### src/rtl/mc_ctrl_pkg.sv
// Shared types and encodings for the multi-cycle RV32I control sequencer.
package mc_ctrl_pkg;

   typedef enum logic [2:0] {FETCH, DECODE, EXEC, MEM, WB, HALT} state_t;

   typedef enum logic [2:0] {CLS_R, CLS_I, CLS_LW, CLS_SW, CLS_BR, CLS_JAL} cls_t;

   localparam logic [6:0] OP_R   = 7'b0110011;
   localparam logic [6:0] OP_I   = 7'b0010011;
   localparam logic [6:0] OP_LW  = 7'b0000011;
   localparam logic [6:0] OP_SW  = 7'b0100011;
   localparam logic [6:0] OP_BR  = 7'b1100011;
   localparam logic [6:0] OP_JAL = 7'b1101111;

   localparam logic [2:0] ALU_ADD = 3'b000;
   localparam logic [2:0] ALU_SUB = 3'b001;
   localparam logic [2:0] ALU_AND = 3'b010;
   localparam logic [2:0] ALU_OR  = 3'b011;
   localparam logic [2:0] ALU_SLT = 3'b101;

   localparam logic [1:0] IMM_I = 2'b00;
   localparam logic [1:0] IMM_S = 2'b01;
   localparam logic [1:0] IMM_B = 2'b10;
   localparam logic [1:0] IMM_J = 2'b11;

   localparam logic [1:0] RES_ALU = 2'b00;
   localparam logic [1:0] RES_MEM = 2'b01;
   localparam logic [1:0] RES_PC4 = 2'b10;

   // Returns {unsupported, ALUctrl} for an R/I-type funct3.
   function automatic logic [3:0] alu_funct(input logic [2:0] funct3);
      case (funct3)
         3'b000:  return {1'b0, ALU_ADD};
         3'b111:  return {1'b0, ALU_AND};
         3'b110:  return {1'b0, ALU_OR};
         3'b010:  return {1'b0, ALU_SLT};
         default: return {1'b1, ALU_ADD};
      endcase
   endfunction

endpackage

### src/rtl/mc_decode.sv
// Combinational instruction classifier: opcode/funct3/funct7[5] to class and datapath controls.
module mc_decode
   import mc_ctrl_pkg::*;
(
   input  logic [6:0] opcode,
   input  logic [2:0] funct3,
   input  logic       funct7_5,
   output cls_t       cls,
   output logic [2:0] alu_ctrl,
   output logic       alu_src,
   output logic [1:0] imm_src,
   output logic       illegal
);

   logic [3:0] alu_fn;

   assign alu_fn = alu_funct(funct3);

   always_comb begin
      cls      = CLS_R;
      alu_ctrl = ALU_ADD;
      alu_src  = 1'b0;
      imm_src  = IMM_I;
      illegal  = 1'b0;
      case (opcode)
         OP_R: begin
            cls      = CLS_R;
            alu_ctrl = (funct3 == 3'b000 && funct7_5) ? ALU_SUB : alu_fn[2:0];
            illegal  = alu_fn[3];
         end
         OP_I: begin
            cls      = CLS_I;
            alu_ctrl = alu_fn[2:0];
            alu_src  = 1'b1;
            illegal  = alu_fn[3];
         end
         OP_LW: begin
            cls     = CLS_LW;
            alu_src = 1'b1;
         end
         OP_SW: begin
            cls     = CLS_SW;
            alu_src = 1'b1;
            imm_src = IMM_S;
         end
         OP_BR: begin
            // Only beq (000) and bne (001) are supported.
            cls      = CLS_BR;
            alu_ctrl = ALU_SUB;
            imm_src  = IMM_B;
            illegal  = (funct3[2:1] != 2'b00);
         end
         OP_JAL: begin
            cls     = CLS_JAL;
            imm_src = IMM_J;
         end
         default: illegal = 1'b1;
      endcase
   end

endmodule

### src/rtl/mc_ctrl_fsm.sv
// Multi-cycle FETCH/DECODE/EXEC/MEM/WB sequencer owning the IR and all datapath strobes.
// Define MC_CTRL_PERF_CNT_EN to add the cycle_cnt/instret_cnt performance counters.
module mc_ctrl_fsm
   import mc_ctrl_pkg::*;
#(
   parameter int ADDRESS_WIDTH = 5,
   parameter int DATA_WIDTH    = 32
) (
   input  logic                     clk,
   input  logic                     rst,
   input  logic [DATA_WIDTH-1:0]    instr,
   input  logic                     imem_ack,
   input  logic                     EQ,
   input  logic                     dmem_ack,
   output logic                     imem_req,
   output logic                     dmem_req,
   output logic                     MemWrite,
   output logic                     IRWrite,
   output logic [DATA_WIDTH-1:0]    ir,
   output logic [ADDRESS_WIDTH-1:0] rs1,
   output logic [ADDRESS_WIDTH-1:0] rs2,
   output logic [ADDRESS_WIDTH-1:0] rd,
   output logic                     RegWrite,
   output logic [2:0]               ALUctrl,
   output logic                     ALUsrc,
   output logic [1:0]               ImmSrc,
   output logic [1:0]               Resultsrc,
   output logic                     PCWrite,
   output logic                     PCsrc,
   output logic                     halted
`ifdef MC_CTRL_PERF_CNT_EN
   ,
   output logic [31:0]              cycle_cnt,
   output logic [31:0]              instret_cnt
`endif
);

   state_t     state;
   cls_t       cls_q;
   logic       illegal_q;
   logic       pc_write_q;
   logic       pc_src_q;

   cls_t       dec_cls;
   logic [2:0] dec_alu_ctrl;
   logic       dec_alu_src;
   logic [1:0] dec_imm_src;
   logic       dec_illegal;

   logic       taken;
   logic       br_exec;
   logic       sw_done;

   mc_decode u_decode (
      .opcode   (instr[6:0]),
      .funct3   (instr[14:12]),
      .funct7_5 (instr[30]),
      .cls      (dec_cls),
      .alu_ctrl (dec_alu_ctrl),
      .alu_src  (dec_alu_src),
      .imm_src  (dec_imm_src),
      .illegal  (dec_illegal)
   );

   assign rs1 = ir[15 +: ADDRESS_WIDTH];
   assign rs2 = ir[20 +: ADDRESS_WIDTH];
   assign rd  = ir[7 +: ADDRESS_WIDTH];

   // EQ and dmem_ack are only valid in their own cycle, so branch resolution
   // and store retirement qualify the registered PC strobes directly.
   assign taken   = ir[12] ? !EQ : EQ;
   assign br_exec = (state == EXEC) && (cls_q == CLS_BR);
   assign sw_done = (state == MEM) && (cls_q == CLS_SW) && dmem_req && dmem_ack;
   assign PCWrite = pc_write_q | sw_done;
   assign PCsrc   = br_exec ? taken : pc_src_q;

   // Outputs are registered alongside the transition into the state they belong to.
   always_ff @(posedge clk or posedge rst) begin
      if (rst) begin
         state      <= FETCH;
         ir         <= '0;
         cls_q      <= CLS_R;
         illegal_q  <= 1'b0;
         imem_req   <= 1'b0;
         dmem_req   <= 1'b0;
         MemWrite   <= 1'b0;
         IRWrite    <= 1'b0;
         RegWrite   <= 1'b0;
         ALUctrl    <= ALU_ADD;
         ALUsrc     <= 1'b0;
         ImmSrc     <= IMM_I;
         Resultsrc  <= RES_ALU;
         pc_write_q <= 1'b0;
         pc_src_q   <= 1'b0;
         halted     <= 1'b0;
      end else begin
         IRWrite    <= 1'b0;
         RegWrite   <= 1'b0;
         pc_write_q <= 1'b0;
         case (state)
            FETCH: begin
               if (!imem_req) begin
                  imem_req <= 1'b1;
               end else if (imem_ack) begin
                  imem_req  <= 1'b0;
                  IRWrite   <= 1'b1;
                  ir        <= instr;
                  cls_q     <= dec_cls;
                  illegal_q <= dec_illegal;
                  ALUctrl   <= dec_alu_ctrl;
                  ALUsrc    <= dec_alu_src;
                  ImmSrc    <= dec_imm_src;
                  state     <= DECODE;
               end
            end
            DECODE: begin
               if (illegal_q) begin
                  state   <= HALT;
                  halted  <= 1'b1;
                  ALUctrl <= ALU_ADD;
                  ALUsrc  <= 1'b0;
                  ImmSrc  <= IMM_I;
               end else begin
                  state      <= EXEC;
                  pc_write_q <= (cls_q == CLS_BR);
               end
            end
            EXEC: begin
               case (cls_q)
                  CLS_LW, CLS_SW: begin
                     state    <= MEM;
                     dmem_req <= 1'b1;
                     MemWrite <= (cls_q == CLS_SW);
                  end
                  CLS_BR: begin
                     state    <= FETCH;
                     imem_req <= 1'b1;
                  end
                  default: begin
                     state      <= WB;
                     RegWrite   <= 1'b1;
                     pc_write_q <= 1'b1;
                     pc_src_q   <= (cls_q == CLS_JAL);
                     Resultsrc  <= (cls_q == CLS_JAL) ? RES_PC4 : RES_ALU;
                  end
               endcase
            end
            MEM: begin
               if (dmem_req && dmem_ack) begin
                  dmem_req <= 1'b0;
                  MemWrite <= 1'b0;
                  if (cls_q == CLS_LW) begin
                     state      <= WB;
                     RegWrite   <= 1'b1;
                     pc_write_q <= 1'b1;
                     pc_src_q   <= 1'b0;
                     Resultsrc  <= RES_MEM;
                  end else begin
                     state    <= FETCH;
                     imem_req <= 1'b1;
                  end
               end
            end
            WB: begin
               state     <= FETCH;
               imem_req  <= 1'b1;
               pc_src_q  <= 1'b0;
               Resultsrc <= RES_ALU;
            end
            HALT:    state <= HALT;
            default: state <= HALT;
         endcase
      end
   end

`ifdef MC_CTRL_PERF_CNT_EN
   always_ff @(posedge clk or posedge rst) begin
      if (rst) begin
         cycle_cnt   <= '0;
         instret_cnt <= '0;
      end else begin
         if (state != HALT) cycle_cnt <= cycle_cnt + 32'd1;
         if (PCWrite) instret_cnt <= instret_cnt + 32'd1;
      end
   end
`endif

endmodule

### config.mk
export PLATFORM = sky130hd
export DESIGN_NAME = mc_ctrl_fsm
export DESIGN_NICKNAME = d
export VERILOG_FILES = /design/src/rtl/mc_ctrl_pkg.sv /design/src/rtl/mc_decode.sv /design/src/rtl/mc_ctrl_fsm.sv
export SDC_FILE = /design/constraint.sdc
export NUM_CORES = 1
export LEC_CHECK = 0
export ABC_AREA = 1
export ABC_CLOCK_PERIOD_IN_PS = 2300
export BUFFER_PORTS_ARGS = -buffer_cell sky130_fd_sc_hd__buf_2
export CAP_MARGIN = 10
export CORE_MARGIN = 1
export CORE_UTILIZATION = 50
export CTS_BUF_LIST = sky130_fd_sc_hd__clkbuf_8
export CTS_CLUSTER_SIZE = 14
export DETAILED_ROUTE_END_ITERATION = 12
export GPL_TIMING_DRIVEN = 0
export PLACE_DENSITY = 0.83
export REMOVE_ABC_BUFFERS = 1
export SLEW_MARGIN = 40
export SYNTH_ARGS = -nofsm -noshare
export SYNTH_HDL_FRONTEND = slang
export SYNTH_SLANG_ARGS = --single-unit
### constraint.sdc
create_clock -name clk -period 2.3 [get_ports clk]
set_clock_uncertainty 0.05 [all_clocks]
set_input_delay 0.345 -clock clk [delete_from_list [all_inputs] [get_ports clk]]
set_output_delay 0.345 -clock clk [all_outputs]
set_load 0.05 [all_outputs]
==> summary.md <==
| Metric | Value |
|---|---|
| Reg2Reg Capture Point | ALUctrl[1] |
| Vias in the first global route | 2087 |
| Iter 0 DRT Violations | 95 |
| Post-DR wirelength/cell | 11.39 µm |
| Cell row count | 25 |
| Slew headroom | 0.6779 |
| Largest net degree at the start of global routing | 48 |
| Status | finished clean |
| Layout Utilization | 0.6415 |
| Post-synthesis instance area | around 2600 µm² |
| Post-layout min period | 2.049 ns |
| Synth Area per Inst | 8.097 µm² |
| DRT antenna net count | 0 |
| Worst path required time | around 1.9 ns |
| Hold Path Class | input pin to flip-flop |
| Post-route DRC | 0 |
| Via count | about 2300 |
| Most frequent cell after synthesis | nand2_1 |
| Switching share of total power | 0.2073 |
| Critical path class | flip-flop to output port |
| FILL cells | 401 |
| Most prevalent standard cell on the critical path | inv_1 |
| TritonCTS clock tree | built |
| Drt pass-1 iters | 4 |
| Yosys top cell by area | dfrtp_1 |
| Share of the synthesized area in the top cell type | 0.5248 |
| Initial antenna violation count | 0 |
| Setup Buffers After CTS | 0 |
| Critical Path AT | 1.65 ns |
| First-pass GRT wire length | 8.811 mm |
| Power Total | 1.638 mW |
| Total Routing Usage GR | 0.2144 |
| DP Cell Count | 461 |
| Synth cell count leaders | nand2_1, dfrtp_1, inv_1, nand3_1, nor2_1 |
| Largest stage delay on the critical path | 0.40 ns |
| Root Buffer | clkbuf_8 |
| Vias/cell | ~4.8 |
| Max clock buf depth | 2 |
| Worst setup path endpoint | PCWrite |
| Syn Inst Count | 318 |
| Crit share post-route | 0.8909 |
| Worst slew pin tran | 0.4831 ns |
| Internal | 1.298 mW |
| Share of layout cells above drive strength 1 | 0.2953 |
| Asr flop ratio synth | 1.000 |
| Worst VDD drop | 0.0004406 V |
| CP Capture Type | output port |
| Worst Path Max Fanout | 6 |
| CORE AREA | 4848 µm² |
| Clock sinks | 54 |
| Final WL | 5.351 mm |
| Flop2flop setup slack | around 0.39 ns |
| Combinational share of power | 0.047 |
| RSZ-0062 raised after global routing | false |
| Hpwl dp | between 3 and 4 mm |
| # Max-Cap Violations | 0 |
| Critical path buffers and inverters | 3 |
| Synth warnings | 0 |
| Fmax | 0.4880 GHz |
| P_sw | 339.6 µW |
| Unique masters post-synth | 24 |
| CTS Buf Count | 5 |
| ANT cells | 0 |
| Area Overhead vs Synth | 20.80% |
| Number of port buffers | 99 |
| Clk_lat worst skew | roughly 0.30 ns |
| Setup TNS | 0 ns |
| Post-synthesis register bit count | 54 |
| Number of cells on the critical path | 6 |
| Non-Filler Instances | 470 |
| Leakage | roughly 2.0 nW |
| Critical path, cell by cell | inv_1 > nand3_1 > nor2_1 > inv_1 > o21bai_1 > buf_2 |
| Slowest CP cell | dfrtp_1 |
| Crit path launch type | flip-flop |
| Register area share after synthesis | 0.5248 |
| Final setup viols | 0 |
| Clk slew on worst S/H paths | 0.09 ns |
| Pwr/cell area | 526.5 nW/µm² |
| Critical path origin | state[2] |
| Max-slew violation count | 0 |
| Ports | 100 |
| H-tree depth | 2 |
| Initial Utilization | 0.5311 |
| Reg-to-reg startpoint | state[0] |
| Chip Width | 73.77 µm |
| Final hold violations | 0 |
| Net count reported at finish | between 400 and 500 |
| Cell depth of the worst flop-to-flop path | 7 |
| Main synth FF type | dfrtp_1 |
| Die Ht | between 70 and 80 µm |
| Grt total ovfl | 0 |
| Finished Cell Area | 3110 µm² |
| Synth top area cells | dfrtp_1, nand2_1, buf_4 |
| Die ar. | 5441 µm² |
| Sequential share of power | 0.579 |
| Routability cong. | 0.8459 |
| Part of the power in the clock network | 0.374 |
| CP delay by family, top | buffers and inverters |
| Dpl cell area | 2992 µm² |
| EDFF count, synth | 0 |
per-layer routing:
| layer | vias to the layer above | wire [µm] | track usage |
|---|---|---|---|
| met5 | - | 0 | 0 |
| met4 | 0 | 83 | 0.08547 |
| met3 | 8 | 386 | 0.05624 |
| met2 | 90 | 2531 | 0.3690 |
| met1 | 1028 | 2349 | 0.2547 |
| li1 | 1146 | - | - |
flip-flops by register name, summed over array words and instances (netlist names):
signal and cells:
ImmSrc 2, ALUctrl 3, state 3, pc_src_q 1
RegWrite 1, imem_req 1, ALUsrc 1, illegal_q 1
IRWrite 1, MemWrite 1, cls_q 3, halted 1
pc_write_q 1, ir 32, dmem_req 1, Resultsrc 1
worst min-delay path, cell delays in order:
cell     delay, ns
buf_2         0.07
nand2_1       0.04
nand2_1       0.05
repair_timing:
action / CTS / global route
gates resized for setup: 0 / 2
setup endpoints to repair: 0 / 1
hold buffers: 1 / 0
hold endpoints to repair: 18 / 0
power by group through the flow:
stage	logic, mW	registers, mW	clock network, mW
2_1_floorplan	0.0298	0.968	0
3_3_place_gp	0.0708	0.968	0
3_5_place_dp	0.0775	0.967	0
4_1_cts	0.0787	0.949	0.624
5_1_grt	0.0873	0.949	0.661
6_report	0.0768	0.949	0.612
logic make-up after synthesis:
kind of cell / after synthesis / synth area share
compound gates: 23 / 0.05394
buf+inv: 49 / 0.1084
flops: 54 / 0.5248
xor+xnor: 1 / 0.003402
simple gates: 191 / 0.3095
layout make-up:
class	instances	area (µm²)	area share
sequential	54	1351	0.4344
multi-input combinational	215	944.7	0.3037
timing repair buffer	101	525.5	0.1689
inverter	25	98.84	0.03178
tap	67	83.83	0.02695
clock buffer	5	68.82	0.02212
clock inverter	3	37.54	0.01207
through the flow:
stage / hold WS, ns / setup slack [ns]
finish: 0.1868 / 0.2509
global route: 0.1840 / 0.1250
CTS: 0.1818 / 0.1798
detailed placement: 0.2619 / 0.1991
global placement: 0.4005 / -0.05998
floorplan: 0.4129 / 0.1792
cell usage in the layout (no fill, tap or decap), drive strengths merged:
master / instances
nand3b: 2
buf: 100
clkbuf: 5
bufinv: 1
dfrtp: 54
nand2: 137
o211ai: 1
nor3: 2
a21oi: 2
inv: 27
o21ai: 17
xnor2: 1
or2: 3
o21bai: 1
a31oi: 1
nand3: 21
dlygate4sd3: 1
o21a: 1
nor2: 23
nand4: 3
worst min-delay path by stage:
| stage | slack (ns) | start | end | cells past startpoint |
|---|---|---|---|---|
| 6_report | 0.19 | instr[27] | ir[27] | 3 |
| 5_1_grt | 0.18 | instr[8] | ir[8] | 3 |
| 4_1_cts | 0.18 | instr[9] | ir[9] | 3 |
| 3_5_place_dp | 0.26 | rst | ir[26] | 2 |
| 3_3_place_gp | 0.40 | ir[30] | ir[30] | 2 |
| 2_1_floorplan | 0.41 | instr[0] | ir[0] | 2 |
Note: power is estimated with default switching activity, not from simulation.
